===== src/rtl/scb_pkg.sv =====
// Shared types, sizes and the per-cycle delta helper for the register scoreboard.
package scb_pkg;
  localparam int REG_NUM   = 32;
  localparam int REG_ADDRW = 5;
  localparam int CNT_W     = 2;
  localparam int TOT_W     = 3;

  typedef logic [CNT_W-1:0] scb_cnt_t;

  localparam scb_cnt_t CNT_MAX = '1;

  // Net change for one cycle: +1 for an issue, -1 for each retire or squash.
  function automatic logic signed [2:0] scb_delta(input logic inc,
                                                  input logic dec_w,
                                                  input logic dec_k);
    logic signed [2:0] d;
    d = $signed({2'b00, inc}) - $signed({2'b00, dec_w}) - $signed({2'b00, dec_k});
    return d;
  endfunction
endpackage


===== src/rtl/scb_cnt.sv =====
// One saturating in-flight writer counter (up by 1, down by up to 2 per cycle).
// SCB_ERRCHK_EN adds an underflow flag for the sticky error logic in the top.
module scb_cnt
  import scb_pkg::*;
(
  input  logic clk,
  input  logic rst,
  input  logic inc,
  input  logic dec_w,
  input  logic dec_k,
  output logic is_zero,
  output logic is_max
`ifdef SCB_ERRCHK_EN
  ,
  output logic underflow
`endif
);

  scb_cnt_t                cnt_q;
  logic signed [2:0]       delta;
  logic signed [CNT_W+1:0] sum;

  // Sum is two bits wider so both -2 and MAX+1 are representable.
  always_comb begin
    delta = scb_delta(inc, dec_w, dec_k);
    sum   = $signed({2'b00, cnt_q}) + $signed({{(CNT_W-1){delta[2]}}, delta});
  end

  always_ff @(posedge clk) begin
    if (rst) begin
      cnt_q <= '0;
    end else if (sum[CNT_W+1]) begin
      cnt_q <= '0;
    end else if (sum[CNT_W]) begin
      cnt_q <= CNT_MAX;
    end else begin
      cnt_q <= sum[CNT_W-1:0];
    end
  end

  assign is_zero = (cnt_q == '0);
  assign is_max  = (cnt_q == CNT_MAX);

`ifdef SCB_ERRCHK_EN
  assign underflow = sum[CNT_W+1];
`endif

endmodule


===== src/rtl/reg_scoreboard.sv =====
// Per-register in-flight writer scoreboard: pending flags for IDU sources and overflow stall.
// SCB_ERRCHK_EN adds a sticky o_err for underflow or firing while stalled.
module reg_scoreboard
  import scb_pkg::*;
(
  input  logic                 i_clk,
  input  logic                 i_rst,
  input  logic                 i_idu_fire,
  input  logic                 i_idu_rdwen,
  input  logic [REG_ADDRW-1:0] i_idu_rdid,
  input  logic [REG_ADDRW-1:0] i_idu_rs1id,
  input  logic [REG_ADDRW-1:0] i_idu_rs2id,
  input  logic                 i_exu_kill,
  input  logic                 i_exu_rdwen,
  input  logic [REG_ADDRW-1:0] i_exu_rdid,
  input  logic                 i_wbu_rdwen,
  input  logic [REG_ADDRW-1:0] i_wbu_rdid,
  output logic                 o_rs1_pending,
  output logic                 o_rs2_pending,
  output logic                 o_issue_stall,
  output logic [TOT_W-1:0]     o_inflight
`ifdef SCB_ERRCHK_EN
  ,
  output logic                 o_err
`endif
);

  logic inc_q, dec_w_q, dec_k_q;
  logic [REG_NUM-1:0] zero_vec, max_vec;

  assign inc_q   = i_idu_fire & i_idu_rdwen & (i_idu_rdid != '0);
  assign dec_w_q = i_wbu_rdwen & (i_wbu_rdid != '0);
  assign dec_k_q = i_exu_kill & i_exu_rdwen & (i_exu_rdid != '0);

  // x0 is hard-wired idle: always zero, never at max.
  assign zero_vec[0] = 1'b1;
  assign max_vec[0]  = 1'b0;

`ifdef SCB_ERRCHK_EN
  logic [REG_NUM-1:0] ufl_vec;
  assign ufl_vec[0] = 1'b0;
`endif

  for (genvar r = 1; r < REG_NUM; r++) begin : g_cnt
    scb_cnt u_cnt (
      .clk       (i_clk),
      .rst       (i_rst),
      .inc       (inc_q & (i_idu_rdid == REG_ADDRW'(r))),
      .dec_w     (dec_w_q & (i_wbu_rdid == REG_ADDRW'(r))),
      .dec_k     (dec_k_q & (i_exu_rdid == REG_ADDRW'(r))),
      .is_zero   (zero_vec[r]),
      .is_max    (max_vec[r])
`ifdef SCB_ERRCHK_EN
      ,
      .underflow (ufl_vec[r])
`endif
    );
  end

  assign o_rs1_pending = ~zero_vec[i_idu_rs1id];
  assign o_rs2_pending = ~zero_vec[i_idu_rs2id];

  // A retire or squash on the same rd frees a slot this cycle, so no stall.
  assign o_issue_stall = i_idu_rdwen & (i_idu_rdid != '0) & max_vec[i_idu_rdid]
                       & ~(dec_w_q & (i_wbu_rdid == i_idu_rdid))
                       & ~(dec_k_q & (i_exu_rdid == i_idu_rdid));

  logic signed [2:0]       tot_delta;
  logic signed [TOT_W+1:0] tot_sum;

  always_comb begin
    tot_delta = scb_delta(inc_q, dec_w_q, dec_k_q);
    tot_sum   = $signed({2'b00, o_inflight})
              + $signed({{(TOT_W-1){tot_delta[2]}}, tot_delta});
  end

  // Total count saturates at both ends rather than wrapping.
  always_ff @(posedge i_clk) begin
    if (i_rst) begin
      o_inflight <= '0;
    end else if (tot_sum[TOT_W+1]) begin
      o_inflight <= '0;
    end else if (tot_sum[TOT_W]) begin
      o_inflight <= '1;
    end else begin
      o_inflight <= tot_sum[TOT_W-1:0];
    end
  end

`ifdef SCB_ERRCHK_EN
  always_ff @(posedge i_clk) begin
    if (i_rst) begin
      o_err <= 1'b0;
    end else if ((|ufl_vec) | (i_idu_fire & o_issue_stall)) begin
      o_err <= 1'b1;
    end
  end
`endif

endmodule


===== config.mk =====
export PLATFORM = sky130hd
export DESIGN_NAME = reg_scoreboard
export DESIGN_NICKNAME = d
export VERILOG_FILES = /design/src/rtl/scb_pkg.sv /design/src/rtl/scb_cnt.sv /design/src/rtl/reg_scoreboard.sv
export SDC_FILE = /design/constraint.sdc
export NUM_CORES = 1
export LEC_CHECK = 0
export ABC_AREA = 1
export CAP_MARGIN = 15
export CORE_MARGIN = 1.5
export CORE_UTILIZATION = 30
export CTS_BUF_LIST = sky130_fd_sc_hd__clkbuf_8
export CTS_CLUSTER_SIZE = 28
export DETAILED_ROUTE_END_ITERATION = 16
export GPL_ROUTABILITY_DRIVEN = 0
export PLACE_DENSITY = 0.48
export SLEW_MARGIN = 0
export SYNTH_ARGS = -nofsm -noshare
export SYNTH_HDL_FRONTEND = slang
export SYNTH_SLANG_ARGS = --single-unit

===== constraint.sdc =====
create_clock -name i_clk -period 4.2 [get_ports i_clk]
set_input_delay 0.63 -clock i_clk [delete_from_list [all_inputs] [get_ports i_clk]]
set_output_delay 0.63 -clock i_clk [all_outputs]
set_load 0.02 [all_outputs]

==> flow_summary.ini <==
[timing]
holdWs_ns = 0.636
finalCritPeriodShare = 0.878
final_hold_viol_count = 0
rsz0062_at_grt = no
fin_crit_ns = 3.69
slew_headroom = 0.396
setup_tns_ns = 0
fmax_mhz = 271
finalSetupViolCount = 0
fin_skew_ns = 0.00875
tightest_slew_ns = 0.905
finalMaxSlewViolations = 0

[clock_network]
ctsRootBufferMaster = clkbuf_8
cts_hold_buf = 0
path_clk_slew_ns = 0.09
cts_resized = 0
numCtsBuffers = 9
cts_htree_levels = 3
cts_tree = built
clkSinkCount = 65
cts.path.max_buffers = 2
clk_latency_ns = 0.38
post_cts_buffers = 0

[synthesis]
synth-edff-count = 0
synth_ff_type = dfxtp_1
synth_async_sr_flop_share = 0
synth_cell_type_count = 29
avgSynthCellArea_sq_um = 7.12
syn-num-nets = 1410
ys_ff_latch = 65
synth.area.top_cells = ha_1 (19%), dfxtp_1 (15%), fa_1 (15%)
synthMuxAreaShare = 0
synth_top_area_frac = 0.195
yosys.area_share.simple = 0.239
synth_top_area_cell = ha_1
synth_compound_area_frac = 0.0696
synthAdderAreaFrac = 0.347
synth_top_family_by_area = adder cells
synth_xor_area_frac = 0.0405
ys_warn_count = 0
synth_cells = 1183
syn-cell-area_sq_mm = 0.00843
yosysSeqAreaShare = 0.154

[cells_and_area]
seqCellArea_sq_mm = 0.00130
drive_above_1_share = 0.0600
final_nets = 1455
diodes = 0
multi_input_area_sq_mm = 0.00587
area_growth_syn_to_layout_pct = 12.4
fillCellCount = 3027

[power_and_ir_drop]
max-vdd-ir-drop_v = 0.000216
p_leak_nw = 4.57
pwr_density_cell_mw_per_mm2 = 436

[setup_path]
rr_endpoint = o_inflight[0]
path_class = in -> out
r2r_slack_ns = 2.31
endpoint_kind = primary output
path_max_fanout = 10
r2r_cells = 10
r2r_start = o_inflight[1]
crit_required_ns = 3.57
worstPathArrival_ns = 3.06
crit_start = i_idu_rs1id[0]
cp-endpoint = o_rs1_pending
startpoint_type = input pin

[floorplan]
die_area_sq_mm = 0.0291
fp-row-count = 61
die_x_microns = 171
start_util = 0.304
core_sq_mm = 0.0277
die_h_microns = 171
io_pins = 38

[grt]
grt_pass1_wl_microns = 38600
grt_max_degree = 21
antenna_found_initial = 0
grt-ovfl-total = 0
grt_usage = 0.178
grt_pass1_vias = 7258

[place]
place_hpwl_microns = 19500
port-buffer-count = 37

[status]
outcome = finished clean

[hold_path]
hp-class = reg -> reg

[routing]
wl_microns = 24200
drtPass1Iterations = 5
first_iter_violations = 694
drc = 0
vias = 7342
ant_nets = 0
wire_per_inst_microns = 15.0
viasPerCell = 4.56

[job]
max_cap_violations = 0
placed cells by master, fill, tap and decap left out, drive strengths merged, types with 10 or more instances in the layout:
master and n:
a21oi 78, nand2 212, or2 15, dfxtp 65, xnor2 33, nor3b 28
o21ai 37, buf 14, clkbuf 10, clkdlybuf4s50 37, ha 131, inv 302
fa 64, nor2 135, nand3 50
report_power, final:
part           internal (mW)  switching [mW]  leakage [nW]
clock network          0.286           0.298        0.0995
registers              0.913           0.306         0.544
logic                   1.01            1.31          3.93
total                   2.21            1.91          4.57
layout make-up:
cell class,instances,share of cell area
clock buffers,10,0.0145
clock inverters,6,0.00621
inverters,301,0.119
multi-input cells,800,0.620
flip-flops and latches,65,0.137
well taps,378,0.0500
repair buffers,51,0.0529
how the worst min path moves through the flow:
stage | depth (start not counted) | endpoint | from
after detailed placement | 3 | o_inflight[0] | o_inflight[0]
after global placement | 3 | o_inflight[0] | o_inflight[0]
after CTS | 3 | o_inflight[0] | o_inflight[0]
after global routing | 3 | o_inflight[0] | o_inflight[0]
after floorplan | 3 | o_inflight[0] | o_inflight[0]
final | 3 | o_inflight[0] | o_inflight[0]
metal layers:
metal	part of all wire	track usage	wire, microns
met5	0	0	0
met4	0.016	0.0454	393
met3	0.059	0.0305	1440
met2	0.45	0.287	10900
met1	0.48	0.246	11500
critical path: stages:
cell	delay, ns
clkdlybuf4s50_1	0.65
nor2_1	0.56
a21oi_1	0.14
nand3_1	0.10
nand3_1	0.09
nand3_1	0.10
and2_1	0.17
clkdlybuf4s50_1	0.61
kinds of logic (layout without fill, tap and decap cells):
group,after synthesis,after routing
AO/OA/AOI/OAI,116,116
flip-flops,65,65
adder cells (fa/ha/maj),195,195
AND/OR/NAND/NOR,450,450
XOR/XNOR,39,39
buffers and inverters,318,368
Yosys cell counts, types with 2 or more instances:
cell type  count
and2_1         2
dfxtp_1       65
nand2_2        4
nor2_1       117
clkbuf_1       4
a21oi_1       78
xnor2_1       33
nor2_2        11
nand2_1      208
nor2_4         6
xor2_1         6
nor3b_1       28
fa_1          64
inv_2          8
nand4_1        7
ha_1         131
inv_1        293
buf_6          5
nand3_1       50
or2_2         14
buf_2          5
o21ai_0       37
sequential cells by signal, summed over array words and instances (netlist names):
name and count:
o_inflight 3, g_cnt.u_cnt.cnt_q 62
metrics by stage:
stage               worst slack [ns]  instances  power (mW)  cell area, sq um   util
CTS                            0.526       1611        4.19              9470  0.342
global route                   0.334       1611        4.63              9470  0.342
detailed placement             0.390       1595        3.57              9270  0.335
floorplan                       1.41       1183        2.89              8430      -
finish                         0.511       1611        4.13              9470  0.342
global placement               0.428       1595        3.54              9270  0.335
Note: power is estimated with default switching activity, not from simulation.
